$ cat config.mk
export PLATFORM = sky130hd
export DESIGN_NAME = shift_deserializer_flat
export DESIGN_NICKNAME = d
export VERILOG_FILES = /design/src/rtl/shift_deserializer_pkg.sv /design/src/rtl/shift_deserializer_if.sv /design/src/rtl/shift_deser_buf.sv /design/src/rtl/shift_deserializer.sv /design/src/flat_wrapper.sv
export SDC_FILE = /design/constraint.sdc
export NUM_CORES = 1
export LEC_CHECK = 0
export CORE_MARGIN = 2
export CORE_UTILIZATION = 35
export DETAILED_ROUTE_END_ITERATION = 6
export MAX_ROUTING_LAYER = met4
export PLACE_DENSITY = 0.53
export RECOVER_POWER = 50
export SKIP_CTS_REPAIR_TIMING = 1
export SYNTH_ARGS = -nofsm -noshare
export SYNTH_HDL_FRONTEND = slang
export SYNTH_HIERARCHICAL = 1
export SYNTH_SLANG_ARGS = --single-unit
export TNS_END_PERCENT = 30
$ cat constraint.sdc
create_clock -name clk -period 2.85 [get_ports clk]
set_input_delay 0.285 -clock clk [delete_from_list [all_inputs] [get_ports clk]]
set_output_delay 0.285 -clock clk [all_outputs]
set_load 0.01 [all_outputs]
$ cat src/rtl/shift_deserializer_pkg.sv
// shift_pkg: types shared by the shift-out and shift-in paths.
//   shift_mode_e   : 2-bit link mode (clear / hold / MSB-first / LSB-first)
//   deser_state_e  : output-buffer state of the deserializer
//   frame_len()    : serial bits per frame, including the parity bit when
//                    SHIFT_DESER_PARITY_EN is defined
package shift_pkg;

  typedef enum logic [1:0] {
    MODE_CLEAR     = 2'b00,
    MODE_HOLD      = 2'b01,
    MODE_MSB_FIRST = 2'b10,
    MODE_LSB_FIRST = 2'b11
  } shift_mode_e;

  typedef enum logic {ST_COLLECT, ST_PRESENT} deser_state_e;

  function automatic int frame_len(input int width);
`ifdef SHIFT_DESER_PARITY_EN
    return width + 1;
`else
    return width;
`endif
  endfunction

endpackage

$ cat src/rtl/shift_deserializer_if.sv
// shift_deser_if: parallel word output of the deserializer.
//   data_out   : completed word
//   word_valid : data_out holds an unaccepted word
//   word_ready : consumer accepts on word_valid && word_ready
//   parity_err : (SHIFT_DESER_PARITY_EN only) parity check of the word
// Modports: master = deserializer, slave = consumer.
interface shift_deser_if #(parameter int WIDTH = 8);
  logic [WIDTH-1:0] data_out;
  logic             word_valid;
  logic             word_ready;
`ifdef SHIFT_DESER_PARITY_EN
  logic             parity_err;
`endif

  modport master (
    output data_out, word_valid,
`ifdef SHIFT_DESER_PARITY_EN
    output parity_err,
`endif
    input  word_ready
  );

  modport slave (
    input  data_out, word_valid,
`ifdef SHIFT_DESER_PARITY_EN
    input  parity_err,
`endif
    output word_ready
  );
endinterface

$ cat src/rtl/shift_deser_buf.sv
// shift_deser_buf: one-entry output buffer with valid/ready handshake and
// sticky overrun detection.
//   clk, reset  : clock, async active-low reset
//   clear       : synchronous clear of the whole buffer (mode 00)
//   load        : a completed word is offered on load_data this edge
//   load_data   : completed word
//   word_ready  : consumer ready
//   data_out, word_valid, overrun : buffer outputs (all registered)
//   load_perr / parity_err        : SHIFT_DESER_PARITY_EN only
//
// state      | meaning
// ST_COLLECT | buffer empty, word_valid = 0
// ST_PRESENT | buffer holds an unaccepted word, word_valid = 1
module shift_deser_buf import shift_pkg::*; #(
  parameter int WIDTH = 8
) (
  input  logic             clk,
  input  logic             reset,
  input  logic             clear,
  input  logic             load,
  input  logic [WIDTH-1:0] load_data,
`ifdef SHIFT_DESER_PARITY_EN
  input  logic             load_perr,
  output logic             parity_err,
`endif
  input  logic             word_ready,
  output logic [WIDTH-1:0] data_out,
  output logic             word_valid,
  output logic             overrun
);

  deser_state_e state;

  always_ff @(posedge clk or negedge reset) begin
    if (!reset) begin
      state      <= ST_COLLECT;
      data_out   <= '0;
      word_valid <= 1'b0;
      overrun    <= 1'b0;
`ifdef SHIFT_DESER_PARITY_EN
      parity_err <= 1'b0;
`endif
    end else if (clear) begin
      state      <= ST_COLLECT;
      data_out   <= '0;
      word_valid <= 1'b0;
      overrun    <= 1'b0;
`ifdef SHIFT_DESER_PARITY_EN
      parity_err <= 1'b0;
`endif
    end else begin
      case (state)
        ST_COLLECT: begin
          if (load) begin
            data_out   <= load_data;
`ifdef SHIFT_DESER_PARITY_EN
            parity_err <= load_perr;
`endif
            word_valid <= 1'b1;
            state      <= ST_PRESENT;
          end
        end
        ST_PRESENT: begin
          // word_valid is 1 here, so word_ready alone means accept
          if (load && word_ready) begin
            data_out   <= load_data;
`ifdef SHIFT_DESER_PARITY_EN
            parity_err <= load_perr;
`endif
          end else if (load) begin
            overrun <= 1'b1;
          end else if (word_ready) begin
            word_valid <= 1'b0;
            state      <= ST_COLLECT;
          end
        end
      endcase
    end
  end

endmodule

$ cat src/rtl/shift_deserializer.sv
// shift_deserializer: serial-to-parallel receiver, MSB- or LSB-first.
// Optional macro: SHIFT_DESER_PARITY_EN adds a trailing even-parity bit per
// frame and a parity_err output on the interface.
//   clk, reset  : clock, async active-low reset
//   mode        : 00 clear, 01 hold, 10 MSB-first, 11 LSB-first
//   serial_in   : serial data bit, sampled when bit_valid and receiving
//   bit_valid   : bit strobe
//   bit_count   : bits currently held in the assembly register
//   overrun     : sticky, a completed word was dropped
//   out_if      : word output (data_out / word_valid / word_ready)
module shift_deserializer import shift_pkg::*; #(
  parameter  int WIDTH = 8,
  localparam int CNT_W = $clog2(frame_len(WIDTH) + 1)
) (
  input  logic             clk,
  input  logic             reset,
  input  logic [1:0]       mode,
  input  logic             serial_in,
  input  logic             bit_valid,
  output logic [CNT_W-1:0] bit_count,
  output logic             overrun,
  shift_deser_if.master    out_if
);

  localparam logic [CNT_W-1:0] FRAME_CNT = CNT_W'(frame_len(WIDTH));

  shift_mode_e      mode_e;
  logic [WIDTH-1:0] asm_q, asm_base, asm_next, word;
  logic [CNT_W-1:0] cnt_base, cnt_next;
  logic             dir_lsb_q;
  logic             rx_mode, rx_lsb, dir_switch, take, complete;

  assign mode_e  = shift_mode_e'(mode);
  assign rx_mode = (mode_e == MODE_MSB_FIRST) || (mode_e == MODE_LSB_FIRST);
  assign rx_lsb  = (mode_e == MODE_LSB_FIRST);
  // dir_lsb_q remembers the last receive direction so that a hold in
  // between keeps the partial word, while a real 10<->11 change drops it.
  assign dir_switch = rx_mode && (rx_lsb != dir_lsb_q) && (bit_count != '0);
  assign take       = rx_mode && bit_valid;

  always_comb begin
    asm_base = dir_switch ? '0 : asm_q;
    cnt_base = dir_switch ? '0 : bit_count;
    asm_next = asm_base;
    cnt_next = cnt_base;
    if (take) begin
`ifdef SHIFT_DESER_PARITY_EN
      // the trailing parity bit is counted but not shifted into the word
      if (cnt_base < CNT_W'(WIDTH))
`endif
        asm_next = rx_lsb ? {serial_in, asm_base[WIDTH-1:1]}
                          : {asm_base[WIDTH-2:0], serial_in};
      cnt_next = cnt_base + 1'b1;
    end
  end

  assign complete = take && (cnt_next == FRAME_CNT);

`ifdef SHIFT_DESER_PARITY_EN
  logic perr;
  assign word = asm_base;
  assign perr = ^asm_base ^ serial_in;
`else
  assign word = asm_next;
`endif

  always_ff @(posedge clk or negedge reset) begin
    if (!reset) begin
      asm_q     <= '0;
      bit_count <= '0;
      dir_lsb_q <= 1'b0;
    end else if (mode_e == MODE_CLEAR) begin
      asm_q     <= '0;
      bit_count <= '0;
    end else if (rx_mode) begin
      dir_lsb_q <= rx_lsb;
      if (complete) begin
        asm_q     <= '0;
        bit_count <= '0;
      end else begin
        asm_q     <= asm_next;
        bit_count <= cnt_next;
      end
    end
  end

  shift_deser_buf #(.WIDTH(WIDTH)) u_buf (
    .clk        (clk),
    .reset      (reset),
    .clear      (mode_e == MODE_CLEAR),
    .load       (complete),
    .load_data  (word),
`ifdef SHIFT_DESER_PARITY_EN
    .load_perr  (perr),
    .parity_err (out_if.parity_err),
`endif
    .word_ready (out_if.word_ready),
    .data_out   (out_if.data_out),
    .word_valid (out_if.word_valid),
    .overrun    (overrun)
  );

endmodule

$ cat src/flat_wrapper.sv
// flat-port wrapper written by rule: the top's interface ports become plain ports
module shift_deserializer_flat import shift_pkg::*;
#(
  parameter  int WIDTH = 8,
  localparam int CNT_W = $clog2(frame_len(WIDTH) + 1)
)
  (clk, reset, mode, serial_in, bit_valid, bit_count, overrun, out_if_data_out, out_if_word_valid, out_if_word_ready);
  shift_deser_if #(.WIDTH(WIDTH)) out_if_i ();
  input  logic clk;
  input  logic reset;
  input  logic [1:0] mode;
  input  logic serial_in;
  input  logic bit_valid;
  output logic [CNT_W-1:0] bit_count;
  output logic overrun;
  output wire logic [$bits(out_if_i.data_out)-1:0] out_if_data_out;
  output wire logic [$bits(out_if_i.word_valid)-1:0] out_if_word_valid;
  input wire logic [$bits(out_if_i.word_ready)-1:0] out_if_word_ready;
  assign out_if_data_out = out_if_i.data_out;
  assign out_if_word_valid = out_if_i.word_valid;
  assign out_if_i.word_ready = out_if_word_ready;
  shift_deserializer #(.WIDTH(WIDTH)) u_core (.clk(clk), .reset(reset), .mode(mode), .serial_in(serial_in), .bit_valid(bit_valid), .bit_count(bit_count), .overrun(overrun), .out_if(out_if_i));
endmodule
---- Word level (Yosys, flattened, before mapping) ----
Index checks and enable logic that the tools add are counted.
cells by class
  bitwise gates (word level) .............. 2
  reductions and logical operators ........ 15
  multiplexer cells ....................... 30
  equal/unequal tests ..................... 10
  add/sub/neg operators ................... 1
operators with widths
  cell                   count
  $mux W8                9
  $mux W4                5
  $pmux W8 S2            1
  $mux W1                13
  $ne A3 B3 Y1 const B   4
  $reduce_bool A2 Y1     3
  $logic_and A1 B1 Y1    5
  $add A4 B1 Y4 const B  1
  $eq A2 B2 Y1 const B   2
  $eq A4 B4 Y1 const B   1
  $pmux W1 S2            2
  $reduce_and A2 Y1      2
  $reduce_and A4 Y1      1
  $reduce_bool A4 Y1     1
  $ne A3 B2 Y1 const B   1
  $reduce_and A3 Y1      1
  $logic_not A2 Y1       1
  $ne A2 B2 Y1 const B   1
  $not A1 Y1             2
  $logic_or A1 B1 Y1     1
  $ne A1 B1 Y1           1
word-level totals
  output and inout bits ................... 14
  word-level logic and storage cells ...... 65
  flip-flop bits (word level) ............. 24
  bits of input ports ..................... 7

---- Logic depth before layout (Yosys ltp) ----
Gate-level depths: netlist (run 1).
  word-level depth ........................ 13
  mapped depth ............................ 12
  mapped depth without buffers ............ 11

---- Modules after synthesis ----
The synthesis (run 1) kept the hierarchy.
modules (own cells, without submodules)
  module              cells an instance  times used  area each (µm²)  sequential area each (µm²)
  shift_deserializer  115                1           1048.5           325.3
  shift_deser_buf     47                 1           489.2            275.3

---- Worst setup path after synthesis (run 1) ----
No wires, ideal clock.
  kind .................................... flip-flop to flip-flop
  start point ............................. register u_core.dir_lsb_q
  end point ............................... register u_core.u_buf.data_out[0]
  path slack .............................. 0.474 ns
  library setup time ...................... 0.078 ns
  clock period less this slack ............ 2.376 ns
  required time ........................... 2.772 ns
  arrival ................................. 2.298 ns
  cell stages (with the launch flop) ...... 12
  buffers on the path ..................... 2
  path through ............................ dfrtp_1 -> buf_6 -> xnor2_4 -> nand2b_1 -> and2_2 -> ha_1 -> nor3_2 -> nand3_2 -> inv_1 -> clkbuf_1 -> nand3b_1 -> a21oi_1
on the way
  longest elaborated chain between the ends .. 11
  elaborated cells between the ends (all ways) .. 19
  those cells by class .................... add/sub (1); eq/ne (4); mux (9); reduce/logical (5)
RTL lines
  what                                    line                      source
  start, declared                         shift_deserializer.sv:30  logic dir_lsb_q;
  start signal, assigned                  shift_deserializer.sv:76  dir_lsb_q <= rx_lsb;
  $ne A1 B1 Y1 (*)                        shift_deserializer.sv:38  assign dir_switch = rx_mode && (rx_lsb != dir_lsb_q) && (bit_count != '0);
  $logic_and A1 B1 Y1 (*) (2 in series)   shift_deserializer.sv:38
  $mux W4 (*)                             shift_deserializer.sv:43  cnt_base = dir_switch ? '0 : bit_count;
  $add A4 B1 Y4                           shift_deserializer.sv:53  cnt_next = cnt_base + 1'b1;
  $mux W4 (*)                             shift_deserializer.sv:46  if (take) begin
  $eq A4 B4 Y1 (*)                        shift_deserializer.sv:57  assign complete = take && (cnt_next == FRAME_CNT);
  $logic_and A1 B1 Y1 (*)                 shift_deserializer.sv:57
  net u_core.complete                     shift_deserializer.sv:31  logic rx_mode, rx_lsb, dir_switch, take, complete;
  $logic_and A1 B1 Y1                     shift_deser_buf.sv:65     if (load && word_ready) begin
  $ne A3 B2 Y1 (no source line)           --
  $reduce_and A2 Y1 (no source line) (*)  --
  end signal, assigned                    shift_deser_buf.sv:55     data_out <= load_data;
  end signal, assigned                    shift_deser_buf.sv:66     data_out <= load_data;
  end, declared                           shift_deser_buf.sv:27     output logic [WIDTH-1:0] data_out,
Mark *: on every way through the listed nets, which the timed path passes. The rest lies on a longest branch. The select of a mux whose other input is x is not followed.
A chain may end at the register's enable or synchronous reset.

---- Worst setup path after layout (run 1) ----
  start point ............................. input port mode[0]
  end point ............................... register u_core.asm_q[2]
on the way
  longest elaborated chain between the ends .. 12
  elaborated cells between the ends (all ways) .. 20
  those cells by class .................... add/sub (1); eq/ne (4); mux (8); reduce/logical (7)
RTL lines
  what                                                line                                                source
  start, declared                                     flat_wrapper.sv:11                                  input logic [1:0] mode;
  $eq A2 B2 Y1 (on tied branches)                     shift_deserializer.sv:34, shift_deserializer.sv:35
  $ne A1 B1 Y1 or $logic_or A1 B1 Y1 (tied branches)  shift_deserializer.sv:38, shift_deserializer.sv:34
  $logic_and A1 B1 Y1 (2 in series)                   shift_deserializer.sv:38
  $mux W4                                             shift_deserializer.sv:43
  $add A4 B1 Y4                                       shift_deserializer.sv:53
  $mux W4                                             shift_deserializer.sv:46
  $eq A4 B4 Y1                                        shift_deserializer.sv:57
  $logic_and A1 B1 Y1                                 shift_deserializer.sv:57
  $mux W8                                             shift_deserializer.sv:77                            if (complete) begin
  $mux W8                                             shift_deserializer.sv:75                            end else if (rx_mode) begin
  $mux W8                                             shift_deserializer.sv:72                            end else if (mode_e == MODE_CLEAR) begin
  end signal, assigned                                shift_deserializer.sv:81                            asm_q <= asm_next;
  end, declared                                       shift_deserializer.sv:28                            logic [WIDTH-1:0] asm_q, asm_base, asm_next, word;
Parallel ways exist; a longest one is shown, timed or not. The select of a mux whose other input is x is not followed.

==> results.toml, run 1 <==
[power_and_ir_drop]
powerDensity_mw_per_mm2 = 437
swShare = 0.265
p_clk_frac = 0.376
power_frac_comb = 0.177
p_int_w = 0.000598
switching_power_w = 0.000216
power.leakage_nw = 0.792
vdd_ir_drop_max_mv = 0.207
power_frac_seq = 0.447

[timing]
fin_worst_skew_ps = 1.73
max_slew.worst_pin.slew_ps = 1330
setup_viol = 0
hold_viol_final = 0
setup-tns-final_ps = 0
finalCritPeriodShare = 0.877
clock.fmax_mhz = 400
rsz0062_at_grt = "no"
finalWorstSetupSlack_ps = 352
period_minus_slack_ps = 2500
finalMaxSlewViolations = 0
relSlewSlack = 0.116

[run]
cap_violations = 0

[detailed_routing]
postRouteWirelength_um = 3750
drc = 0
drt-initial-drc-count = 115
dr.pass1.iters = 5
viasPerCell = 5.60
vias = 1327
antenna_left = 0
wire_per_inst_um = 15.8

[clock_network]
cts_buffers = 3
max-clock-path-buffers = 2
clk_pin_slew_worst_paths_ps = 90
clk-insertion-delay-late_ps = 270
htree_levels = 1
cts-root-buf = "clkbuf_8"
cts_tree = "done"
cts.sinks = 24

[place]
io_buffers = 20
dp_hpwl_um = 2680
routabilityCongestion = 0.858
dp_slack_ps = 107

[floorplanning]
rows = 24
initial_core_util = 0.358
core_area_mm2 = 0.00429
die_w_um = 70.3
io_pins = 21
dieArea_mm2 = 0.00494
die_h_um = 70.3

[yosys]
synth_edf_count = 0
syn-instance-count = 162
yosysSeqAreaShare = 0.391
syn-cell-area_mm2 = 0.00154
syn_avg_cell_area_um2 = 9.49
synthesis.nets = 170
async_reset_ff_frac = 1.00
ys_ff_latch = 24
synth-main-ff-cell = "dfrtp_1"
yosysUniqueCellTypes = 45
yosys_warnings = 6

[worst_hold_path]
hold_path.class = "flop to flop"

[worst_setup_path]
critPathLaunchType = "input pin"
endpoint_kind = "flop"
cp_max_fo = 18
required_ps = 3020
ff2ff_setup_slack_ps = 390
path_class = "input pin to flop"
crit_arrival_ps = 2670

[global_routing]
grt_antenna_before_repair = 0
grt_pass1_vias = 1328
grt_usage = 0.168
grt_max_degree = 25
grt_overflow_total = 0
grt_pass1_wl_um = 6420

[layout]
n_fill_cell = 443
antenna_cells = 0
syn_to_final_growth_pct = 21.2
drive_gt1_frac = 0.151
fin_nets = 194

[outcome]
status = "complete, no violations"
==> final timing paths <==
check / startpoint / to / depth (start not counted)
min: u_core/u_buf/overrun / u_core/u_buf/overrun / 2
max reg2reg: u_core/dir_lsb_q / u_core/u_buf/word_valid / 9
max: mode[0] / u_core/asm_q[2] / 6
max in group asynchronous: reset / u_core/u_buf/data_out[2] / 2
min in group asynchronous: reset / u_core/bit_count[1] / 2
min reg2reg: u_core/u_buf/overrun / u_core/u_buf/overrun / 2
==> sequential cells by signal, indices dropped and copies added, names as in the netlist <==
| name | cells |
|---|---|
| u_core/bit_count | 4 |
| u_core/u_buf/word_valid | 1 |
| u_core/asm_q | 8 |
| u_core/u_buf/data_out | 8 |
| u_core/u_buf/overrun | 1 |
| u_core/u_buf/state | 1 |
| u_core/dir_lsb_q | 1 |
==> placed cells by master, fill, tap and decap left out, types with 2 or more instances in the layout <==
master | netlist | routed
a211oi_1 | 2 | 2
a21oi_1 | 19 | 19
a32o_1 | 8 | 8
and2_1 | 2 | 2
buf_4 | 5 | 7
clkbuf_1 | 3 | 2
clkbuf_8 | 0 | 3
clkdlybuf4s50_1 | 0 | 13
dfrtp_1 | 24 | 24
dlygate4sd3_1 | 0 | 7
inv_1 | 7 | 7
mux2i_1 | 6 | 6
nand2_1 | 12 | 12
nand2b_1 | 2 | 2
nand3_1 | 2 | 2
nand3b_1 | 8 | 8
nor2_1 | 17 | 17
o21ai_0 | 5 | 5
o21ai_1 | 8 | 8
o22ai_2 | 2 | 2
or3_1 | 2 | 2
==> Yosys cell counts (3+ instances only) <==
library cell	number	area share
a21oi_1	19	0.062
a32o_1	8	0.052
nand3b_1	8	0.039
nand2_1	12	0.029
o21ai_0	5	0.016
nor2_1	17	0.041
o21ai_1	8	0.026
inv_1	7	0.017
buf_4	5	0.024
mux2i_1	6	0.039
clkbuf_1	3	0.0073
dfrtp_1	24	0.39
==> power groups by stage <==
stage                     Sequential [W]  Clock, W  Combinational (W)
after floorplan                 0.000368         0           0.000100
after global placement          0.000371         0           0.000144
after detailed placement        0.000371         0           0.000146
after CTS                       0.000364  0.000312           0.000146
after global routing            0.000366  0.000328           0.000160
final                           0.000364  0.000306           0.000144
==> cells by family after synthesis <==
kind of cell | Yosys count | share of synthesized area
AO/OA/AOI/OAI | 55 | 0.251
XOR/XNOR | 3 | 0.0293
adder cells (fa/ha/maj) | 1 | 0.00814
buffers and inverters | 17 | 0.0635
flip-flops | 24 | 0.391
multiplexers | 7 | 0.0464
AND/OR/NAND/NOR | 55 | 0.211
==> stage by stage <==
stage / hold WS, ps / instances / util / power (W) / instance area (µm²)
floorplan: -10.6 / 162 / - / 0.000468 / 1540
global placement: 471 / 233 / 0.419 / 0.000515 / 1800
detailed placement: 491 / 233 / 0.419 / 0.000517 / 1800
CTS: 382 / 237 / 0.436 / 0.000822 / 1870
global route: 543 / 237 / 0.434 / 0.000853 / 1860
finish: 501 / 237 / 0.434 / 0.000815 / 1860
==> worst max-delay path: stages <==
cell and delay (ps):
clkdlybuf4s50_1 570, clkbuf_1 710, inv_1 340, o31ai_1 350, a22oi_2 180, a32o_1 230
==> metal layers <==
metal | share of wire | global-route usage | wire length, µm
met5 | 0 | - | 0
met4 | 0.017 | 0.0513 | 62
met3 | 0.028 | 0.0274 | 104
met1 | 0.48 | 0.224 | 1810
met2 | 0.47 | 0.262 | 1770
==> area by class of cell <==
type / instances / area [µm²] / share of cell area
multi-input cells: 121 / 840 / 0.451
clock buffers: 3 / 41.3 / 0.0222
well taps: 52 / 65.1 / 0.0349
repair buffers: 29 / 260 / 0.140
clock inverters: 1 / 30.0 / 0.0161
flip-flops and latches: 24 / 601 / 0.322
inverters: 7 / 26.3 / 0.0141
No activity file was read; power rests on OpenSTA's default activity.
==> run 2, diff against run 1 <==
CORE_UTILIZATION = 50   (was 35)
PLACE_DENSITY = 0.72   (was 0.53)
==> run 2 against run 1 <==
Clock-buffer cell count did not move. Clock skew up 2.0 ps. Highest routed layer unchanged. Largest power group unchanged. Sequential share of layout area is 0.89 points higher. Final area fell by 2.7%. Maximum frequency is 0.35% higher.
==> results.toml, run 2 (synthesized netlist as in run 1, its figures left out) <==
[outcome]
status = "complete, no violations"

[timing]
setup-tns-final_ps = 0
finalMaxSlewViolations = 0
fin_worst_skew_ps = 3.69
setup_viol = 0
period_minus_slack_ps = 2490
rsz0062_at_grt = "no"
finalCritPeriodShare = 0.874
hold_viol_final = 0
clock.fmax_mhz = 402
holdWs_ps = 526
relSlewSlack = 0.128
max_slew.worst_pin.slew_ps = 1310

[power_and_ir_drop]
power_frac_seq = 0.480
p_int_w = 0.000552
swShare = 0.271
power_frac_comb = 0.189
switching_power_w = 0.000205
p_clk_frac = 0.331
power.leakage_nw = 0.779
powerDensity_mw_per_mm2 = 418
vdd_ir_drop_max_mv = 0.219

[worst_setup_path]
cp_max_fo = 9
ff2ff_setup_slack_ps = 360
required_ps = 3030
timing.rr.start = "u_core/dir_lsb_q"
critPathLaunchType = "flop"
cp_top_family = "simple AND/OR/NAND/NOR gates"
crit_arrival_ps = 2670
slowest_stage = "dfrtp_1"
worstPathCellList = "xnor2_4, nand2b_1, and2_2, ha_1, xor2_1, nor3_2, nand3_2, inv_1, inv_1, o21ai_1, a21oi_1"
slowest_delay_ps = 490
endpoint_kind = "flop"
path_class = "flop to flop"
reg2regPathDepth = 11
cp_num_buf_inv = 2
r2r-end = "u_core/u_buf/data_out[5]"
crit_top_cell = "inv_1"

[worst_hold_path]
worst_hold_startpoint = "u_core/u_buf/overrun"
whs_path_depth = 2
hold_path.class = "flop to flop"
whs_endpoint = "u_core/u_buf/overrun"

[detailed_routing]
drc = 0
dr.pass1.iters = 4
postRouteWirelength_um = 3600
drt-initial-drc-count = 64
vias = 1317
wire_per_inst_um = 16.6
viasPerCell = 6.07
antenna_left = 0

[floorplanning]
initial_core_util = 0.516
io_pins = 21
dieArea_mm2 = 0.00353
core_area_mm2 = 0.00298
rows = 20
die_h_um = 59.5
die_w_um = 59.5

[clock_network]
clk_pin_slew_worst_paths_ps = 140
cts.sinks = 24
htree_levels = 1
cts_buffers = 3
max-clock-path-buffers = 2
cts-root-buf = "clkbuf_4"
cts_tree = "done"
clk-insertion-delay-late_ps = 320

[place]
dp_hpwl_um = 2520
routabilityCongestion = 0.838
placed_cells = 213
io_buffers = 20
dpl_cell_area_mm2 = 0.00177

[global_routing]
grt_pass1_vias = 1235
grt_antenna_before_repair = 0
grt_pass1_wl_um = 5770
grt_usage = 0.223
grt_max_degree = 25
grt_overflow_total = 0

[layout]
layout_common_cells = "24 x dfrtp_1, 19 x a21oi_1, 17 x nor2_1"
regArea_um2 = 601
drive_gt1_frac = 0.147
multi_input_comb_area_um2 = 840
syn_to_final_growth_pct = 17.9
fin_nets = 193
reg_top3 = "u_core/asm_q x8, u_core/u_buf/data_out x8, u_core/bit_count x4"
layout_commonest_cell = "dfrtp_1"
fin_util = 0.609
antenna_cells = 0
n_fill_cell = 264
stdcell_area_mm2 = 0.00181
fin_cells = 217

[run]
cap_violations = 0
-- run 2: cell types whose count changed in the layout (fill, tap and decap cells not counted), sizes merged --
cell	before	now
buf	7	6
-- run 2: metal layers --
layer	routed length, µm	track usage	up-vias
li1	-	-	637
met1	1650	0.291	654
met2	1830	0.367	24
met3	109	0.0197	2
met4	15	0.0682	0
met5	0	-	-
-- run 2: worst max path at each step --
stage	start	to	slack, ps	cells past startpoint
final	u_core/dir_lsb_q	u_core/u_buf/data_out[5]	360	11
after global routing	u_core/dir_lsb_q	u_core/u_buf/word_valid	210	11
after CTS	u_core/dir_lsb_q	u_core/u_buf/data_out[5]	420	10
after detailed placement	mode[0]	u_core/u_buf/data_out[5]	70	11
after global placement	mode[0]	u_core/u_buf/data_out[0]	190	11
after floorplan	u_core/dir_lsb_q	u_core/u_buf/data_out[0]	470	11
-- run 2: worst register-to-register path: stages, from the launching register on --
cell and delay (ps):
dfrtp_1 490, xnor2_4 200, nand2b_1 170, and2_2 190
ha_1 220, xor2_1 160, nor3_2 270, nand3_2 140
inv_1 100, inv_1 150, o21ai_1 180, a21oi_1 80
-- run 2: per-stage QoR --
| stage | total power (W) | setup slack, ps |
|---|---|---|
| after detailed placement | 0.000514 | 70.9 |
| after global placement | 0.000510 | 194 |
| after CTS | 0.000771 | 415 |
| after global routing | 0.000791 | 208 |
| final | 0.000757 | 360 |
| after floorplan | 0.000468 | 474 |
-- run 2: cell type report --
| cell class | count | area share |
|---|---|---|
| Multi-Input combinational cell | 121 | 0.463 |
| Sequential cell | 24 | 0.331 |
| Timing Repair Buffer | 28 | 0.139 |
| Tap cell | 33 | 0.0228 |
| Clock inverter | 1 | 0.0166 |
| Inverter | 7 | 0.0145 |
| Clock buffer | 3 | 0.0124 |
-- run 2: power by group through the flow --
stage,Combinational [W],Clock (W),Sequential [W]
after floorplan,0.000100,0,0.000368
after global placement,0.000140,0,0.000370
after detailed placement,0.000144,0,0.000370
after CTS,0.000144,0.000262,0.000364
after global routing,0.000155,0.000271,0.000366
final,0.000143,0.000250,0.000364
